## src/rtl/snake_io_pkg.sv

```systemverilog
// Shared constants, FSM state type and display ring table for the snake IO master.
package snake_io_pkg;

    // IO bus addresses of the peripherals this master talks to
    localparam logic [3:0] IO_ADDR_DISP  = 4'b0000;
    localparam logic [3:0] IO_ADDR_SPEED = 4'b0100;

    // Ring geometry: 12 outer segments, snake body of 3 segments
    localparam int RING_LEN  = 12;
    localparam int SNAKE_LEN = 3;

    typedef enum logic [1:0] {
        IDLE  = 2'd0,
        WRITE = 2'd1,
        READ  = 2'd2,
        WAIT  = 2'd3
    } state_t;

    // Display-register bit lit by each ring position, walking clockwise
    // around the outer edge of the four digits.
    localparam logic [4:0] RING_BIT [RING_LEN] = '{
        5'd21, 5'd14, 5'd7,  5'd0,  5'd1,  5'd2,
        5'd3,  5'd10, 5'd17, 5'd24, 5'd25, 5'd26
    };

    // Advance a ring position, wrapping after the last segment
    function automatic logic [3:0] next_pos(input logic [3:0] p);
        return (p == 4'(RING_LEN - 1)) ? 4'd0 : p + 4'd1;
    endfunction

endpackage

```

## src/rtl/snake_ring_pattern.sv

```systemverilog
// Combinational decoder: ring position of the snake head -> 28-bit display
// pattern with the head and the two segments behind it lit.
module snake_ring_pattern
    import snake_io_pkg::*;
(
    input  logic [3:0]  pos,
    output logic [27:0] pattern
);

    // Light the head segment and the SNAKE_LEN-1 segments trailing it
    always_comb begin
        pattern = '0;
        for (int k = 0; k < SNAKE_LEN; k++) begin
            int p;
            p = int'(pos) - k;
            if (p < 0) begin
                p = p + RING_LEN;
            end
            pattern[RING_BIT[4'(p)]] = 1'b1;
        end
    end

endmodule

```

## src/rtl/snake_io_master.sv

```systemverilog
// IO bus initiator that animates a 3-segment snake on the display register.
// Each step: one display write, one speed read, then a wait whose length
// doubles for every step the speed switches are below 3.
// Bus handshake: there is no valid/ready; IOWriteEn is a single-cycle write
// strobe qualified by IOAddr/IOWriteData in the same cycle, and IOReadData is
// sampled at the clock edge closing the cycle in which IOAddr selects the
// speed peripheral.
module snake_io_master
    import snake_io_pkg::*;
#(
    parameter int BASE_DELAY = 1048576,
    parameter int CNT_W      = 24
) (
    input  logic        CLK,
    input  logic        RESET_N,
    input  logic        ENABLE,
    output logic [3:0]  IOAddr,
    output logic [31:0] IOWriteData,
    output logic        IOWriteEn,
    input  logic [31:0] IOReadData
);

    localparam logic [CNT_W-1:0] CNT_ONE = CNT_W'(1);

    state_t           state;
    state_t           state_nxt;
    logic [3:0]       pos;
    logic [1:0]       speed_q;
    logic [CNT_W-1:0] cnt;
    logic [27:0]      pattern;

    // Only the two speed bits of the peripheral word matter; the rest of the
    // word and the stored speed are kept for visibility only.
    logic unused_bits;
    assign unused_bits = ^{IOReadData[31:2], speed_q};

    // Wait length for a given speed: BASE_DELAY at speed 3, 8x at speed 0
    function automatic logic [CNT_W-1:0] wait_len(input logic [1:0] spd);
        return CNT_W'(BASE_DELAY) << (2'd3 - spd);
    endfunction

    snake_ring_pattern u_pattern (
        .pos     (pos),
        .pattern (pattern)
    );

    // State register
    always_ff @(posedge CLK or negedge RESET_N) begin
        if (!RESET_N) begin
            state <= IDLE;
        end else begin
            state <= state_nxt;
        end
    end

    // Next-state logic and bus control decoded from the current state only
    always_comb begin
        state_nxt = state;
        IOAddr    = IO_ADDR_DISP;
        IOWriteEn = 1'b0;
        case (state)
            IDLE: begin
                if (ENABLE) begin
                    state_nxt = WRITE;
                end
            end
            WRITE: begin
                IOWriteEn = 1'b1;
                state_nxt = READ;
            end
            READ: begin
                IOAddr    = IO_ADDR_SPEED;
                state_nxt = ENABLE ? WAIT : IDLE;
            end
            WAIT: begin
                if (cnt == '0) begin
                    state_nxt = WRITE;
                end
            end
            default: begin
                state_nxt = IDLE;
            end
        endcase
    end

    // Datapath: write-data register, ring position, speed and wait counter
    always_ff @(posedge CLK or negedge RESET_N) begin
        if (!RESET_N) begin
            IOWriteData <= 32'h0;
            pos         <= 4'd0;
            speed_q     <= 2'd0;
            cnt         <= '0;
        end else begin
            // Load the frame on entry to WRITE so the bus data comes from a flop
            if (state_nxt == WRITE) begin
                IOWriteData <= {4'h0, pattern};
            end
            if (state == WRITE) begin
                pos <= next_pos(pos);
            end
            if (state == READ && ENABLE) begin
                speed_q <= IOReadData[1:0];
                cnt     <= wait_len(IOReadData[1:0]) - CNT_ONE;
            end else if (state == WAIT && cnt != '0) begin
                cnt <= cnt - CNT_ONE;
            end
        end
    end

endmodule

```

## config.mk

```make
export PLATFORM = sky130hd
export DESIGN_NAME = snake_io_master
export DESIGN_NICKNAME = d
export VERILOG_FILES = /design/src/rtl/snake_io_pkg.sv /design/src/rtl/snake_ring_pattern.sv /design/src/rtl/snake_io_master.sv
export SDC_FILE = /design/constraint.sdc
export NUM_CORES = 1
export LEC_CHECK = 0
export CAP_MARGIN = 30
export CELL_PAD_IN_SITES_DETAIL_PLACEMENT = 1
export CELL_PAD_IN_SITES_GLOBAL_PLACEMENT = 1
export CORE_MARGIN = 3
export CORE_UTILIZATION = 44
export DETAILED_ROUTE_END_ITERATION = 16
export DONT_BUFFER_PORTS = 1
export HOLD_SLACK_MARGIN = 0.02
export PLACE_DENSITY_LB_ADDON = 0.25
export SETUP_SLACK_MARGIN = 0.2
export SLEW_MARGIN = 5
export SYNTH_ARGS = -nofsm -noshare
export SYNTH_HDL_FRONTEND = slang
export SYNTH_HIERARCHICAL = 1
export SYNTH_SLANG_ARGS = --single-unit
```

## constraint.sdc

```tcl
create_clock -name CLK -period 3.05 [get_ports CLK]
set_clock_uncertainty 0.2 [all_clocks]
set_input_delay 0.4575 -clock CLK [delete_from_list [all_inputs] [get_ports CLK]]
set_output_delay 0.4575 -clock CLK [all_outputs]
set_load 0.02 [all_outputs]
```

## Yosys cells after proc, flatten, opt, wreduce, memory -nomap -nowiden

Memory sizes are Yosys's and may differ from the RTL's.
Index checks and enable logic that the tools add are counted.

- Memory bits (writable): 0
- Logic and storage cells: 72
- Bits of input ports: 35
- ROM bits: 240
- Bits in latches: 0
- Memories: 3
- Flip-flop bits (word level): 58
- Output and inout port bits: 37

- Shift-type cells: 1
- Add/sub/neg operators: 9
- Equality and inequality tests: 5
- $mul: 0
- Multiplexer cells: 24
- Bitwise gates (word level): 5
- Div/mod/pow operators: 0
- Reductions and logical operators: 9
- $lt $le $gt $ge: 12

Memories:

| memory | depth | width | read ports | clocked after Yosys merged registers in | write ports | line | source |
|---|---|---|---|---|---|---|---|
| (no name shown) | 16 | 5 | 1 | 0 | 0 | snake_ring_pattern.sv:19 | `pattern[RING_BIT[4'(p)]] = 1'b1;` |
| (no name shown) | 16 | 5 | 1 | 0 | 0 | snake_ring_pattern.sv:19 |  |
| (no name shown) | 16 | 5 | 1 | 0 | 0 | snake_ring_pattern.sv:19 |  |

Operator list:

| operator | count |
|---|---|
| 28-bit bitwise OR | 2 |
| 24-bit 2-to-1 mux | 2 |
| 24-bit by 1-bit subtractor with 24-bit output (second input constant) | 2 |
| 5-bit 2-to-1 mux | 6 |
| 24-bit logical NOT | 1 |
| 24-bit nonzero test | 1 |
| 21-bit by 2-bit left shift with 24-bit output (first input constant) | 1 |
| 5-bit by 6-bit < comparator with 1-bit output (second input constant) | 3 |
| 4-bit 2-to-1 mux | 4 |
| 1-bit demux with 5-bit select | 3 |
| 4-bit by 5-bit greater-or-equal comparator with 1-bit output (second input constant) | 3 |
| 5-bit by 1-bit greater-or-equal comparator with 1-bit output (second input constant) | 3 |
| 4-bit NOT | 3 |
| 5-bit by 1-bit < comparator with 1-bit output (second input constant) | 2 |
| 4-bit by 3-bit adder with 4-bit output (second input constant) | 2 |
| 2-bit case mux with 4 select lines | 1 |
| 2-bit 2-to-1 mux | 3 |
| 1-bit logical AND | 5 |
| 4-bit by 1-bit subtractor with 5-bit output (second input constant) | 1 |
| 4-bit by 2-bit subtractor with 5-bit output (second input constant) | 1 |
| 4-bit by 1-bit adder with 4-bit output (second input constant) | 1 |
| 4-bit adder (second input constant) | 1 |
| 2-bit by 1-bit == test with 1-bit output (second input constant) | 2 |
| 2-bit == test (second input constant) | 2 |
| 7 further kinds | 10 |

## Longest topological paths before layout

Gate-level depths: netlist (run 1).

- Depth after elaboration: 13
- Mapped depth: 11
- Mapped depth without buffers: 9

## Modules after synthesis

The synthesis (run 1) kept the hierarchy.

By module, submodules not included:

| module | sequential area each (sq um) | times used | cells an instance | area each (sq um) |
|---|---|---|---|---|
| snake_io_master | 1,451.4 | 1 | 289 | 3,163.0 |
| snake_ring_pattern | 0.0 | 1 | 204 | 1,285.0 |

## Worst setup path before layout (run 1)

Ideal clock, no wire load.

- Path kind: reg2reg
- From: register pos[0]
- To: register IOWriteData[14]
- Period minus slack after synthesis: 3.284 ns
- Library setup time: 0.125 ns
- Data arrival time: 2.959 ns
- Stages on the path, launching flop included: 12
- Path slack: -0.234 ns
- Path buffers: 2
- Data required time: 2.725 ns
- Cells stage by stage: dfrtp_1 > buf_2 > inv_1 > ha_1 > ha_1 > a31oi_1 > xor2_1 > mux2i_1 > or2_0 > clkbuf_1 > o221ai_1 > mux2_4

- Longest elaborated chain between the ends: 13
- Elaborated cells on any way between the ends: 40
- Classes of those cells: add/sub (5); order compare (9); mux (15); bitwise (5); reduce/logical (3); memory (3)

Ends and longest elaborated chain:

| item | line | source |
|---|---|---|
| from (decl) | snake_io_master.sv:27 | `logic [3:0] pos;` |
| from (signal assigned) | snake_io_master.sv:99 | `pos <= next_pos(pos);` |
| 4-bit by 1-bit subtractor with 5-bit output | snake_ring_pattern.sv:15 | `p = int'(pos) - k;` |
| 4-bit by 3-bit adder with 4-bit output / 5-bit by 1-bit < comparator with 1-bit output (equally long branches) | snake_ring_pattern.sv:17, snake_ring_pattern.sv:16 |  |
| 4-bit 2-to-1 mux | snake_ring_pattern.sv:16 | `if (p < 0) begin` |
| 4-bit NOT (implied by the code) | snake_ring_pattern.sv:19 |  |
| memory read 16 x 5 bit | -- |  |
| 5-bit 2-to-1 mux (implied by the code) (2 in series) | snake_ring_pattern.sv:19 |  |
| 5-bit by 6-bit < comparator with 1-bit output (implied by the code) / 5-bit by 1-bit greater-or-equal comparator with 1-bit output (equally long branches) | snake_ring_pattern.sv:19 |  |
| 1-bit logical AND (implied by the code) | snake_ring_pattern.sv:19 |  |
| 1-bit 2-to-1 mux (implied by the code) | snake_ring_pattern.sv:19 |  |
| 1-bit demux with 5-bit select | -- |  |
| 28-bit bitwise OR (no source line) | -- |  |
| 28-bit bitwise OR (no source line) (*) | -- |  |
| named net pattern[14] | snake_io_master.sv:30 | `logic [27:0] pattern;` |
| to (signal assigned) | snake_io_master.sv:96 | `IOWriteData <= {4'h0, pattern};` |
| to (decl) | snake_io_master.sv:18 | `output logic [31:0] IOWriteData,` |

The timed path passes the listed nets; every way through them passes the cells marked *. The select of a mux whose other input is x is not followed.
A chain may end at the register's enable or synchronous reset.

## Worst setup path in the final report (run 1)

- From: register pos[2]
- To: register IOWriteData[21]

The elaborated chain is that of the path after synthesis.

==> results of run 1 <==
state kept, by name, summed over array words and instances (netlist names):
name         cells
pos              4
state            2
IOWriteData     28
cnt             24
stage by stage:
stage / utilization [%] / instance area [µm²]
global route: 53.8 / 5290
CTS: 52.2 / 5130
detailed placement: 48.0 / 4710
global placement: 48.0 / 4710
floorplan: - / 4540
finish: 53.8 / 5290
final timing paths:
check                             endpoint  slack, ps  cells past startpoint
max in group asynchronous   IOWriteData[6]       1920                      2
min reg2reg                        cnt[23]        310                      1
max reg2reg                IOWriteData[21]        240                      9
min in group asynchronous           cnt[8]        470                      2
max                        IOWriteData[21]        240                      9
min                               state[0]         90                      2
cell type report:
cell class	instances	area share [%]
clock buffer	9	2.34
clock inverter	7	2.37
inverter	18	1.40
multi-input combinational	394	57.0
sequential	58	27.5
tap	133	3.15
timing repair buffer	38	6.25
logic make-up (layout without fill, tap and decap cells):
family | Yosys count | in the layout | share of synthesized area, %
other cells | 1 | 7 | 0.0843
buf+inv | 47 | 72 | 5.82
xor+xnor | 7 | 7 | 1.38
flops | 58 | 58 | 32.6
simple gates | 190 | 190 | 23.5
mux | 38 | 38 | 11.1
compound gates | 141 | 141 | 22.4
fa+ha+maj | 11 | 11 | 3.09
worst max-delay path: cells and delay by family, from the launching register on:
family / cells / cell delay, ps
and+or+nand+nor: 2 / 850
DFF: 1 / 390
buffers and inverters: 2 / 240
adders and majority gates: 1 / 270
muxes: 1 / 150
AOI/OAI and AO/OA: 3 / 650
power breakdown:
part / switching, mW / internal [mW] / total, mW / leakage (nW)
logic: 0.0250 / 0.00667 / 0.0317 / 1.37
clock network: 0.370 / 0.550 / 0.919 / 0.124
registers: 0 / 0.768 / 0.768 / 0.738
total: 0.395 / 1.32 / 1.72 / 2.23
Yosys cell counts (all sizes together), types with 3 or more instances:
cell type  instances  area share [%]
a211oi             4            0.68
a21o               6             1.2
a21oi             12             1.4
a22oi              7             1.2
a31oi             11             1.5
a32oi              5            0.98
and2               5            0.76
and3               4            0.56
and4               3            0.62
buf               17             3.1
clkbuf            12             1.2
dfrtp             58              33
ha                11             3.1
inv               18             1.5
mux2              29             9.0
mux2i              9             2.0
nand2             61             5.1
nand2b             4            0.56
nand3             20             2.5
nand3b             3            0.51
nand4              8             1.1
nor2              31             2.7
nor2b              3            0.42
nor3              13             1.6
nor3b              3            0.51
nor4              12             2.5
o211ai            11             2.0
o21a               4            0.68
o21ai             37             4.2
o221ai             9             1.8
o22ai              4            0.87
o311ai             3            0.59
o31ai              8             1.4
or2                3            0.42
or3                6            0.84
or4                3            0.59
xnor2              3            0.59
xor2               4            0.79
what timing repair did:
action | in CTS | in global routing
endpoints found under the hold margin | 59 | 0
gates resized for setup | 17 | 33
buffers inserted | 7 | 2
hold buffers | 3 | 0
endpoints found under the setup margin | 26 | 29
pin swaps | 8 | 9
layer usage:
layer / global-route usage [%] / share of wire (%) / vias to the layer above
met4: 11.8 / 3.4 / 0
met5: 0 / 0 / -
li1: - / - / 1901
met2: 45.5 / 53 / 110
met1: 30.8 / 40 / 2036
met3: 4.13 / 3.9 / 35
==> run_summary.xml, run 1 <==
<?xml version="1.0" encoding="UTF-8"?>
<metrics>
  <group name="place">
    <metric name="place.detailed.instances" unit="">629</metric>
    <metric name="place_hpwl" unit="µm">9980</metric>
    <metric name="number_of_i_o_port_buffers" unit="">0</metric>
    <metric name="detailedPlace.worstSlack" unit="ps">16.9</metric>
    <metric name="globalplace.congestion" unit="">0.909</metric>
  </group>
  <group name="critical_path">
    <metric name="startpoint_type" unit="">flip-flop</metric>
    <metric name="critical_path.reg2reg.startpoint" unit="">pos[2]</metric>
    <metric name="cp.arrival" unit="ps">2900</metric>
    <metric name="critical_path.cell_chain" unit="">clkinvlp_4 -&gt; ha_4 -&gt; or3_1 -&gt; a211o_1 -&gt; a21oi_2 -&gt; inv_1 -&gt; or4_4 -&gt; o211ai_2 -&gt; mux2_4</metric>
    <metric name="crit_path_end_kind" unit="">flip-flop</metric>
    <metric name="top_fanout_value_on_the_critical_path" unit="">8</metric>
    <metric name="critical_path.slowest_cell" unit="">or4_4</metric>
    <metric name="cp_data_required_time" unit="ps">3140</metric>
    <metric name="critPathLaunch" unit="">pos[2]</metric>
    <metric name="timing.setup.critical_path_class" unit="">reg -&gt; reg</metric>
    <metric name="max_stage_delay" unit="ps">540</metric>
  </group>
  <group name="global_routing">
    <metric name="grt_overflow_total" unit="">0</metric>
    <metric name="grt_util_all_layers" unit="%">25.8</metric>
    <metric name="antenna_found_initial" unit="">0</metric>
    <metric name="grt_start_max_net_pins" unit="">59</metric>
    <metric name="global_route_wire_length_before_repair" unit="µm">23000</metric>
    <metric name="number_of_global_route_vias_before_repair" unit="">4314</metric>
  </group>
  <group name="run">
    <metric name="max_cap_violations" unit="">0</metric>
  </group>
  <group name="final_layout">
    <metric name="insertedDiodeCount" unit="">0</metric>
    <metric name="mostFrequentLayoutCells" unit="">60 x nand2_1, 55 x dfrtp_1, 32 x buf_4</metric>
    <metric name="syn2layout_area_growth" unit="%">18.9</metric>
    <metric name="fillerInstances" unit="">1158</metric>
    <metric name="multiInputGateArea" unit="µm²">3010</metric>
    <metric name="fraction_of_layout_instances_using_a_drive_strength_above_1" unit="%">26.9</metric>
    <metric name="fin_cells" unit="">657</metric>
    <metric name="seq_area" unit="µm²">1460</metric>
    <metric name="layout.cells.most_common" unit="">nand2_1</metric>
    <metric name="finalNetCount" unit="">565</metric>
  </group>
  <group name="hold_path">
    <metric name="holdCritPathClass" unit="">in -&gt; reg</metric>
    <metric name="min_from" unit="">ENABLE</metric>
  </group>
  <group name="routing">
    <metric name="antenna_violating_nets_post_route" unit="">0</metric>
    <metric name="viasPerCell" unit="">6.21</metric>
    <metric name="routed-via-count" unit="">4082</metric>
    <metric name="first_pass_iters" unit="">5</metric>
    <metric name="route.detailed.drc" unit="">0</metric>
    <metric name="route.final.wire_length" unit="µm">14100</metric>
    <metric name="drtIter0Drc" unit="">185</metric>
    <metric name="avgRoutedWirePerCell" unit="µm">21.5</metric>
  </group>
  <group name="synthesis">
    <metric name="yosys_warnings" unit="">6</metric>
    <metric name="post_synth_instance_area" unit="µm²">4450</metric>
    <metric name="ys_async_sr_fraction" unit="%">100</metric>
    <metric name="ys_ff_latch" unit="">58</metric>
    <metric name="synth-main-ff-cell" unit="">dfrtp_1</metric>
    <metric name="syn-instance-count" unit="">493</metric>
    <metric name="synth.distinct_cells" unit="">84</metric>
    <metric name="ys_seq_area_share" unit="%">32.6</metric>
    <metric name="number_of_enable_flip_flop_cells_after_synthesis" unit="">0</metric>
    <metric name="syn-mean-instance-area" unit="µm²">9.02</metric>
  </group>
  <group name="cts">
    <metric name="clockRootBuffer" unit="">clkbuf_8</metric>
    <metric name="worst_setup_hold_path_clk_slew" unit="ps">80</metric>
    <metric name="numClockSinks" unit="">58</metric>
    <metric name="clock_tree_from_tritoncts" unit="">done</metric>
    <metric name="tritoncts.num_buffers" unit="">9</metric>
    <metric name="clock_latency" unit="ps">350</metric>
    <metric name="cts_max_path_buffers" unit="">2</metric>
    <metric name="cts_htree_levels" unit="">3</metric>
  </group>
  <group name="floorplan">
    <metric name="core-area" unit="µm²">9820</metric>
    <metric name="io-pin-count" unit="">72</metric>
    <metric name="fp.dieArea" unit="µm²">11400</metric>
    <metric name="starting_density" unit="%">45.3</metric>
    <metric name="die_w" unit="µm">107</metric>
    <metric name="placementRows" unit="">36</metric>
    <metric name="chipHeight" unit="µm">107</metric>
  </group>
  <group name="run_status">
    <metric name="run_status" unit="">complete, no violations</metric>
  </group>
  <group name="timing">
    <metric name="worst_slew_pin_slew" unit="ps">779</metric>
    <metric name="rsz0062_at_grt" unit="">true</metric>
    <metric name="setup_slack_after_layout" unit="ps">240</metric>
    <metric name="final-max-slew-violation-count" unit="">0</metric>
    <metric name="finalCritPeriodShare" unit="%">92.1</metric>
    <metric name="final.setup.tns" unit="ps">0</metric>
    <metric name="final_period_minus_worst_setup_slack" unit="ps">2810</metric>
    <metric name="setup_viol" unit="">0</metric>
    <metric name="slew_headroom" unit="%">47.5</metric>
    <metric name="max_freq" unit="MHz">356</metric>
    <metric name="timing_hold_violations_final" unit="">0</metric>
    <metric name="fin_hold_ws" unit="ps">93.4</metric>
  </group>
  <group name="power">
    <metric name="ir_drop" unit="V">0.000180</metric>
    <metric name="total_leakage_power" unit="nW">2.23</metric>
    <metric name="p_total" unit="mW">1.72</metric>
    <metric name="power_density" unit="nW/µm²">325</metric>
  </group>
</metrics>
No activity file was read; power rests on OpenSTA's default activity.
==> run 2, diff against run 1 <==
--- a/config.mk
+++ b/config.mk
@@ -8,7 +8,7 @@
 export CAP_MARGIN = 30
 export CELL_PAD_IN_SITES_DETAIL_PLACEMENT = 1
 export CELL_PAD_IN_SITES_GLOBAL_PLACEMENT = 1
-export CORE_MARGIN = 3
+export CORE_MARGIN = 5
 export CORE_UTILIZATION = 44
 export DETAILED_ROUTE_END_ITERATION = 16
 export DONT_BUFFER_PORTS = 1
@@ -20,3 +20,4 @@
 export SYNTH_HDL_FRONTEND = slang
 export SYNTH_HIERARCHICAL = 1
 export SYNTH_SLANG_ARGS = --single-unit
+export TNS_END_PERCENT = 100
==> run 2 against run 1 <==
Maximum frequency is 2.0% lower. Clock power is 30% lower. First-iteration DRC count is 13% lower. Power is 16% lower. Combinational power is 2% higher. Largest power group is now registers. Non-clock buffer count is 1 lower. Sequential share of layout area grew 0.22 points. Critical path type unchanged.
==> run_summary.xml, run 2 (same netlist as run 1, synthesis figures left out) <==
<?xml version="1.0" encoding="UTF-8"?>
<metrics>
  <group name="run_status">
    <metric name="run_status" unit="">complete, no violations</metric>
  </group>
  <group name="floorplan">
    <metric name="die_w" unit="µm">111</metric>
    <metric name="core-area" unit="µm²">9820</metric>
    <metric name="starting_density" unit="%">45.3</metric>
    <metric name="placementRows" unit="">36</metric>
    <metric name="io-pin-count" unit="">72</metric>
    <metric name="chipHeight" unit="µm">111</metric>
    <metric name="fp.dieArea" unit="µm²">12200</metric>
  </group>
  <group name="routing">
    <metric name="route.detailed.drc" unit="">0</metric>
    <metric name="route.final.wire_length" unit="µm">14700</metric>
    <metric name="routed-via-count" unit="">4224</metric>
    <metric name="avgRoutedWirePerCell" unit="µm">22.4</metric>
    <metric name="first_pass_iters" unit="">4</metric>
    <metric name="antenna_violating_nets_post_route" unit="">0</metric>
    <metric name="drtIter0Drc" unit="">161</metric>
    <metric name="viasPerCell" unit="">6.44</metric>
  </group>
  <group name="timing">
    <metric name="finalCritPeriodShare" unit="%">94.0</metric>
    <metric name="final-max-slew-violation-count" unit="">0</metric>
    <metric name="setup_viol" unit="">0</metric>
    <metric name="rsz0062_at_grt" unit="">true</metric>
    <metric name="worst_slew_pin_slew" unit="ps">754</metric>
    <metric name="slew_headroom" unit="%">49.2</metric>
    <metric name="timing_hold_violations_final" unit="">0</metric>
    <metric name="final_period_minus_worst_setup_slack" unit="ps">2870</metric>
    <metric name="max_freq" unit="MHz">349</metric>
  </group>
  <group name="final_layout">
    <metric name="fillerInstances" unit="">1173</metric>
    <metric name="mostFrequentLayoutCells" unit="">60 x nand2_1, 55 x dfrtp_1, 32 x o21ai_0</metric>
    <metric name="syn2layout_area_growth" unit="%">17.9</metric>
    <metric name="reg_top3" unit="">IOWriteData (28), cnt (24), pos (4)</metric>
    <metric name="fraction_of_layout_instances_using_a_drive_strength_above_1" unit="%">27.0</metric>
    <metric name="largest_register_ff_count" unit="">28</metric>
    <metric name="layout.cells.most_common" unit="">nand2_1</metric>
    <metric name="finalNetCount" unit="">564</metric>
    <metric name="seq_area" unit="µm²">1460</metric>
    <metric name="final_core_utilization" unit="%">53.4</metric>
    <metric name="multiInputGateArea" unit="µm²">3050</metric>
    <metric name="insertedDiodeCount" unit="">0</metric>
    <metric name="largest_register" unit="">IOWriteData</metric>
  </group>
  <group name="hold_path">
    <metric name="min_from" unit="">ENABLE</metric>
    <metric name="min_path_cells" unit="">2</metric>
    <metric name="hold-path-endpoint" unit="">state[0]</metric>
    <metric name="holdCritPathClass" unit="">in -&gt; reg</metric>
  </group>
  <group name="critical_path">
    <metric name="startpoint_type" unit="">flip-flop</metric>
    <metric name="critical_path.slowest_cell" unit="">dfrtp_1</metric>
    <metric name="crit_path_end_kind" unit="">flip-flop</metric>
    <metric name="critical_path.cell_chain" unit="">clkinvlp_4 -&gt; ha_4 -&gt; or3_1 -&gt; a211o_4 -&gt; a21oi_4 -&gt; buf_4 -&gt; nand2_1 -&gt; or3_1 -&gt; o221ai_2 -&gt; mux2_4</metric>
    <metric name="cp.arrival" unit="ps">2950</metric>
    <metric name="max_stage_delay" unit="ps">390</metric>
    <metric name="r2r_cells" unit="">10</metric>
    <metric name="reg2reg_slack" unit="ps">180</metric>
    <metric name="critical_path.reg2reg.startpoint" unit="">pos[2]</metric>
    <metric name="reg2reg_to" unit="">IOWriteData[13]</metric>
    <metric name="cp_data_required_time" unit="ps">3130</metric>
    <metric name="cpMostUsedCell" unit="">or3_1</metric>
    <metric name="top_fanout_value_on_the_critical_path" unit="">7</metric>
    <metric name="timing.setup.critical_path_class" unit="">reg -&gt; reg</metric>
  </group>
  <group name="cts">
    <metric name="clockRootBuffer" unit="">clkbuf_8</metric>
    <metric name="cts_max_path_buffers" unit="">2</metric>
    <metric name="numClockSinks" unit="">58</metric>
    <metric name="clock_tree_from_tritoncts" unit="">done</metric>
    <metric name="clock_latency" unit="ps">350</metric>
    <metric name="worst_setup_hold_path_clk_slew" unit="ps">80</metric>
    <metric name="cts_htree_levels" unit="">3</metric>
    <metric name="tritoncts.num_buffers" unit="">9</metric>
  </group>
  <group name="global_routing">
    <metric name="grt_overflow_total" unit="">0</metric>
    <metric name="number_of_global_route_vias_before_repair" unit="">4314</metric>
    <metric name="antenna_found_initial" unit="">0</metric>
    <metric name="grt_start_max_net_pins" unit="">59</metric>
    <metric name="global_route_wire_length_before_repair" unit="µm">23100</metric>
    <metric name="grt_util_all_layers" unit="%">23.3</metric>
  </group>
  <group name="power">
    <metric name="total_leakage_power" unit="nW">2.21</metric>
    <metric name="ir_drop" unit="V">0.000161</metric>
    <metric name="power_density" unit="nW/µm²">276</metric>
    <metric name="p_total" unit="mW">1.45</metric>
  </group>
  <group name="run">
    <metric name="max_cap_violations" unit="">0</metric>
  </group>
  <group name="place">
    <metric name="place_hpwl" unit="µm">10200</metric>
    <metric name="number_of_i_o_port_buffers" unit="">0</metric>
    <metric name="globalplace.congestion" unit="">0.960</metric>
  </group>
</metrics>
[run 2: worst max-delay path by stage]
stage | startpoint | slack, ps | cells past startpoint | to
detailed placement | pos[2] | -90 | 9 | IOWriteData[16]
CTS | pos[0] | 190 | 9 | IOWriteData[4]
floorplan | pos[2] | 160 | 10 | IOWriteData[21]
finish | pos[2] | 180 | 10 | IOWriteData[13]
global placement | pos[2] | 40 | 9 | IOWriteData[4]
global route | pos[2] | 120 | 9 | IOWriteData[5]
[run 2: routing by layer]
metal	track usage, %	wire length (µm)	vias up
met1	27.1	5740	2139
li1	-	-	1908
met4	8.70	503	0
met5	0	0	-
met2	42.7	7660	134
met3	3.88	780	43
[run 2: cell type report]
cell class | count | area share, %
Timing Repair Buffer | 37 | 6.15
Inverter | 18 | 1.46
Tap cell | 133 | 3.17
Clock inverter | 5 | 0.573
Multi-Input combinational cell | 394 | 58.2
Sequential cell | 58 | 27.7
Clock buffer | 11 | 2.70
[run 2: through the flow]
stage / setup WS, ps / instance area (µm²) / hold WS (ps) / setup TNS, ps / cells
floorplan: 161 / 4540 / -38.1 / 0 / 499
global placement: 36.8 / 4700 / -36.3 / 0 / 627
detailed placement: -86.5 / 4700 / -36.4 / -263 / 627
CTS: 192 / 5070 / 125 / 0 / 654
global route: 122 / 5250 / 132 / 0 / 656
finish: 182 / 5250 / 134 / 0 / 656
[run 2: where the power goes]
group / internal [mW] / leakage [nW] / switching [mW]
clock network: 0.313 / 0.0851 / 0.335
logic: 0.00667 / 1.38 / 0.0256
registers: 0.769 / 0.738 / 0
total: 1.09 / 2.21 / 0.360
[run 2: worst max-delay path: cells and delay by family, from the launching register on]
kind | cells | cell delay [ps]
AOI/OAI and AO/OA | 3 | 700
adders and majority gates | 1 | 270
buffers and inverters | 2 | 330
DFF | 1 | 390
muxes | 1 | 170
and+or+nand+nor | 3 | 750
[run 2: timing repair]
item | CTS | global route
hold endpoints to repair | 59 | 0
hold buffers | 3 | 0
setup endpoints to repair | 27 | 29
buffers inserted | 8 | 2
pin swaps | 12 | 7
resized for setup | 21 | 30
cloned | 0 | 0
